`config.mk`:
```
export PLATFORM = sky130hd
export DESIGN_NAME = alu_issue_ctrl
export DESIGN_NICKNAME = d
export VERILOG_FILES = /design/src/rtl/alu_pkg.sv /design/src/rtl/alu_regfile.sv /design/src/rtl/alu_issue_ctrl.sv
export SDC_FILE = /design/constraint.sdc
export NUM_CORES = 1
export LEC_CHECK = 0
export BUFFER_PORTS_ARGS = -buffer_cell sky130_fd_sc_hd__buf_2
export CORE_AREA = 5 5 108 110
export CTS_CLUSTER_DIAMETER = 40
export DETAILED_ROUTE_END_ITERATION = 8
export DIE_AREA = 0 0 113 115
export PLACE_DENSITY_LB_ADDON = 0.1
export SYNTH_ARGS = -nofsm -noshare
export SYNTH_HDL_FRONTEND = slang
export SYNTH_HIERARCHICAL = 1
export SYNTH_SLANG_ARGS = --single-unit
```
`constraint.sdc`:
```
create_clock -name clk -period 2.05 [get_ports clk]
set_clock_uncertainty 0.1 [all_clocks]
set_input_delay 0.3075 -clock clk [delete_from_list [all_inputs] [get_ports clk]]
set_output_delay 0.3075 -clock clk [all_outputs]
set_load 0.05 [all_outputs]
```
`src/rtl/alu_pkg.sv`:
```
// alu_pkg: shared constants for the ALU issue controller.
// Holds the opcode encodings, the FSM state encoding, the instruction field layout,
// and a decode helper that splits an instruction word into its fields.
package alu_pkg;

  localparam int DATA_W   = 8;
  localparam int NUM_REGS = 4;
  localparam int ADDR_W   = 2;
  localparam int INSTR_W  = 18;

  localparam logic [2:0] OP_ADD = 3'b000;
  localparam logic [2:0] OP_SUB = 3'b001;
  localparam logic [2:0] OP_AND = 3'b010;
  localparam logic [2:0] OP_OR  = 3'b011;
  localparam logic [2:0] OP_XOR = 3'b100;
  localparam logic [2:0] OP_SHL = 3'b101;
  localparam logic [2:0] OP_SHR = 3'b110;
  localparam logic [2:0] OP_SLT = 3'b111;

  localparam logic [1:0] ST_IDLE = 2'd0;
  localparam logic [1:0] ST_EXEC = 2'd1;
  localparam logic [1:0] ST_DONE = 2'd2;

  localparam int OP_MSB     = 17;
  localparam int OP_LSB     = 15;
  localparam int RD_MSB     = 14;
  localparam int RD_LSB     = 13;
  localparam int RS1_MSB    = 12;
  localparam int RS1_LSB    = 11;
  localparam int RS2_MSB    = 10;
  localparam int RS2_LSB    = 9;
  localparam int IMMSEL_BIT = 8;
  localparam int IMM_MSB    = 7;
  localparam int IMM_LSB    = 0;

  typedef struct packed {
    logic [2:0]        op;
    logic [ADDR_W-1:0] rd;
    logic [ADDR_W-1:0] rs1;
    logic [ADDR_W-1:0] rs2;
    logic              imm_sel;
    logic [DATA_W-1:0] imm;
  } instr_t;

  function automatic instr_t decode_instr(input logic [INSTR_W-1:0] word);
    instr_t d;
    d.op      = word[OP_MSB:OP_LSB];
    d.rd      = word[RD_MSB:RD_LSB];
    d.rs1     = word[RS1_MSB:RS1_LSB];
    d.rs2     = word[RS2_MSB:RS2_LSB];
    d.imm_sel = word[IMMSEL_BIT];
    d.imm     = word[IMM_MSB:IMM_LSB];
    return d;
  endfunction

endpackage

```
`src/rtl/alu_regfile.sv`:
```
// alu_regfile: 4x8 register file with two operand read ports, one debug read port,
// one write port and a synchronous clear. All reads are combinational.
module alu_regfile
  import alu_pkg::*;
(
  input  logic              clk,
  input  logic              rst,
  input  logic              we,
  input  logic [ADDR_W-1:0] waddr,
  input  logic [DATA_W-1:0] wdata,
  input  logic [ADDR_W-1:0] raddr_a,
  input  logic [ADDR_W-1:0] raddr_b,
  input  logic [ADDR_W-1:0] dbg_addr,
  output logic [DATA_W-1:0] rdata_a,
  output logic [DATA_W-1:0] rdata_b,
  output logic [DATA_W-1:0] dbg_data
);

  logic [DATA_W-1:0] regs [NUM_REGS];

  // Clear every register on reset, otherwise perform the single write port update
  always_ff @(posedge clk) begin
    if (rst) begin
      for (int i = 0; i < NUM_REGS; i++) begin
        regs[i] <= '0;
      end
    end else if (we) begin
      regs[waddr] <= wdata;
    end
  end

  assign rdata_a  = regs[raddr_a];
  assign rdata_b  = regs[raddr_b];
  assign dbg_data = regs[dbg_addr];

endmodule

```
`src/rtl/alu_issue_ctrl.sv`:
```
// alu_issue_ctrl: accepts one instruction at a time, presents its operands to an
// external combinational ALU for one cycle, writes the result back to the register
// file and holds it on the writeback port until the consumer takes it.
module alu_issue_ctrl
  import alu_pkg::*;
(
  input  logic               clk,
  input  logic               rst,
  input  logic               instr_valid,
  output logic               instr_ready,
  input  logic [INSTR_W-1:0] instr,
  output logic [DATA_W-1:0]  alu_a,
  output logic [DATA_W-1:0]  alu_b,
  output logic [2:0]         alu_opcode,
  input  logic [DATA_W-1:0]  alu_result,
  input  logic               alu_zero,
  output logic               wb_valid,
  input  logic               wb_ready,
  output logic [DATA_W-1:0]  wb_data,
  output logic               zero_flag,
  input  logic [ADDR_W-1:0]  dbg_addr,
  output logic [DATA_W-1:0]  dbg_data
);

  logic [1:0]        state;
  instr_t            cur;
  logic              accept;
  logic              reg_we;
  logic [DATA_W-1:0] rdata_a;
  logic [DATA_W-1:0] rdata_b;
  logic [DATA_W-1:0] wb_data_q;
  logic              zero_q;

  assign instr_ready = (state == ST_IDLE);
  assign accept      = instr_valid && instr_ready;
  assign reg_we      = (state == ST_EXEC);
  assign wb_valid    = (state == ST_DONE);
  assign wb_data     = wb_data_q;
  assign zero_flag   = zero_q;

  // Operands are read before the EXEC-end write lands, so rd == rs1/rs2 sees the old value
  alu_regfile u_regfile (
    .clk      (clk),
    .rst      (rst),
    .we       (reg_we),
    .waddr    (cur.rd),
    .wdata    (alu_result),
    .raddr_a  (cur.rs1),
    .raddr_b  (cur.rs2),
    .dbg_addr (dbg_addr),
    .rdata_a  (rdata_a),
    .rdata_b  (rdata_b),
    .dbg_data (dbg_data)
  );

  // Sequence IDLE -> EXEC -> DONE -> IDLE; EXEC always lasts exactly one cycle
  always_ff @(posedge clk) begin
    if (rst) begin
      state <= ST_IDLE;
    end else begin
      case (state)
        ST_IDLE: if (accept)   state <= ST_EXEC;
        ST_EXEC:               state <= ST_DONE;
        ST_DONE: if (wb_ready) state <= ST_IDLE;
        default:               state <= ST_IDLE;
      endcase
    end
  end

  // Capture the instruction fields only on an accepted transfer
  always_ff @(posedge clk) begin
    if (rst) begin
      cur <= '0;
    end else if (accept) begin
      cur <= decode_instr(instr);
    end
  end

  // Latch the ALU result and zero flag at the end of EXEC; held stable through DONE
  always_ff @(posedge clk) begin
    if (rst) begin
      wb_data_q <= '0;
      zero_q    <= 1'b0;
    end else if (state == ST_EXEC) begin
      wb_data_q <= alu_result;
      zero_q    <= alu_zero;
    end
  end

  // Drive the ALU only while executing so it sees zeros at all other times
  always_comb begin
    alu_a      = '0;
    alu_b      = '0;
    alu_opcode = '0;
    if (state == ST_EXEC) begin
      alu_a      = rdata_a;
      alu_b      = cur.imm_sel ? cur.imm : rdata_b;
      alu_opcode = cur.op;
    end
  end

endmodule

```
==> reports/qor.yml <==
critical_path:
  crit_end: "alu_b[7]"
  critPathCaptureType: "primary output"
  max_stage_delay_ns: 0.54
  cp.required_ns: 1.64
  crit_fanout: 5
  start_kind: "flop"
  rr_worst_depth: 5
  cpLargestDelayFamily: "multiplexers"
  criticalPathCategory: "flop to primary output"
  path_cells: "buf_6, mux4_2, mux2i_1, nor2_1, buf_6"
  path_depth: 5
  arrival_ns: 1.73
  reg2reg_from: "state[0]$_SDFFE_PP0P_"
  crit_slowest_cell: "mux4_2"
  worstSetupStartpoint: "cur[9]$_SDFFE_PP0P_"
  worstReg2RegEnd: "u_regfile/regs[0][2]$_SDFFCE_PN0P_"
  path_buf_inv: 2
  worst_path_most_repeated_cell: "buf_6"
  reg2reg_setup_slack_ns: 0.38
floorplanning:
  io_pins: 71
  start_util: 0.294
  rows: 38
  die_h_um: 115
  coreArea_um2: 10600
  die_area_um2: 13000
  die_w_um: 113
outcome:
  status: "finished with violations"
  violations: "negative setup slack"
placement:
  placed_area_um2: 3650
  globalplace.congestion: 0.747
  dp_hpwl_um: 5940
  io_buffers: 70
  place_inst: 449
synth:
  ys_warn_count: 6
  synth.distinct_cells: 27
  synth_area_per_cell_um2: 12.9
  synth_area_leaders: "edfxtp_1, dfxtp_1, mux4_2, mux2i_1, and2_1"
  syn_area_um2: 3120
  ys_ff_latch: 61
  syn_nets: 274
  synth_seq_area_share: 0.494
  synthCells: 241
  synth_top_area_frac: 0.308
  yosysTopAreaCell: "edfxtp_1"
clock_tree:
  clock_path_buffers: 2
  cts-root-buf: "clkbuf_8"
  clock_latency_ns: 0.33
  clkSinkCount: 61
  path_clk_slew_ns: 0.07
  ctsHoldBuffers: 0
  htreeDepth: 3
  cts_buffers: 9
  cts_tree: "yes"
global_route:
  grt_max_degree: 23
  antenna_found_initial: 0
  grt_pass1_wl_um: 13000
  grt_pass1_vias: 2234
  gr-total-overflow: 0
  grt_use_total: 0.134
pwr:
  total_power_mw: 3.06
  ir_drop_mv: 0.253
  power.leakage_nw: 1.61
  power_density_nw_per_um2: 762
finish:
  area_delta_synth_final_pct: 28.6
  final_cells: 467
  mostFrequentLayoutCell: "buf_2"
  diodes: 0
  final_cell_mix: "buf_2, edfxtp_1, nor2_1, and2_1, dfxtp_1"
  stdcell_area_um2: 4010
  num-fill-cells: 1040
  drive_above_1_share: 0.456
  fin_nets: 355
timing:
  setup_slack_ns: -0.0916
  drv_slew: 0
  relSlewSlack: 0.676
  rsz0062_at_grt: "yes"
  period_share: 1.04
  setup_viol: 14
  hold_violations: 0
  tns_ns: -0.527
  max_freq_mhz: 467
  min_period_ns: 2.14
  tightest_slew_ns: 0.485
hold_path:
  hp-class: "input pin to flop"
route:
  ant_nets: 0
  drc: 0
  num_vias: 2151
  vias_per_cell: 4.61
  drt_wl_total_um: 8500
  drtIter0Drc: 123
  detail_route.wl_per_cell_um: 18.2
  first_pass_iters: 4
run:
  cap_violations: 0
-- sequential cells by signal (all words and copies together), names as in the netlist --
signal          count
zero_flag           1
state               2
u_regfile/regs     32
wb_data             8
cur                18
-- worst reg2reg max path, cell delays in order (launching register included) --
cell and delay (ns):
dfxtp_1 0.42, nand2b_1 0.16, inv_6 0.21, nand2b_1 0.11
o21bai_1 0.21, buf_4 0.19
-- cell type report --
class                   count  area, um^2  area share
clock buffers              11         131      0.0328
clock inverters             5        51.3      0.0128
inverters                   2        12.5     0.00312
multi-input cells         162        1470       0.366
flip-flops and latches     61        1550       0.386
well taps                 140         175      0.0437
repair buffers             86         627       0.156
-- worst min-delay path by stage --
stage	to	slack (ns)	cells after the start	from
floorplan	wb_data[0]$_SDFFE_PP0N_	0.34	2	alu_result[0]
global placement	wb_data[0]$_SDFFE_PP0N_	0.34	2	wb_data[0]$_SDFFE_PP0N_
detailed placement	wb_data[3]$_SDFFE_PP0N_	0.35	2	wb_data[3]$_SDFFE_PP0N_
CTS	cur[15]$_SDFFE_PP0P_	0.09	3	instr[15]
global route	cur[8]$_SDFFE_PP0P_	0.11	3	instr[8]
finish	cur[15]$_SDFFE_PP0P_	0.11	3	instr[15]
-- repair_timing --
| action | CTS | global route |
|---|---|---|
| endpoints found under the setup margin | 19 | 19 |
| cloned | 1 | 0 |
| pin swaps | 2 | 1 |
| setup buffers | 1 | 0 |
| gates resized for setup | 47 | 2 |
-- kinds of logic after synthesis --
| family | synth area share |
|---|---|
| flip-flops | 0.494 |
| buffers and inverters | 0.0437 |
| AO/OA/AOI/OAI | 0.0265 |
| multiplexers | 0.257 |
| AND/OR/NAND/NOR | 0.179 |
-- through the flow --
| stage | util | hold slack (ns) | worst slack [ns] |
|---|---|---|---|
| finish | 0.378 | 0.111 | -0.0916 |
| global route | 0.378 | 0.108 | -0.202 |
| CTS | 0.378 | 0.0931 | -0.122 |
| detailed placement | 0.344 | 0.347 | 0.167 |
| global placement | 0.344 | 0.341 | 0.194 |
| floorplan | - | 0.343 | 0.182 |
-- cell usage after synthesis (all sizes together) --
library cell  instances
and2                 43
edfxtp               32
dfxtp                29
nor2                 27
mux2i                26
mux4                 24
nand2                18
buf                  12
a21oi                10
clkbuf                4
nand2b                3
a31o                  2
and2b                 2
and4bb                2
inv                   2
o21bai                2
nor2b                 1
nor3b                 1
nor4b                 1
-- per-layer routing --
layer / vias to the layer above / track usage / routed length, um
met5: - / 0 / 0
li1: 1030 / - / -
met1: 1056 / 0.183 / 4000
met3: 6 / 0.0305 / 446
met2: 59 / 0.209 / 3960
met4: 0 / 0.0497 / 99
-- where the power goes --
part | switching [mW] | internal, mW | total, mW
clock | 0.486 | 0.555 | 1.04
sequential | 0.0550 | 1.35 | 1.41
combinational | 0.349 | 0.259 | 0.608
Power figures use the tool's default switching activity.
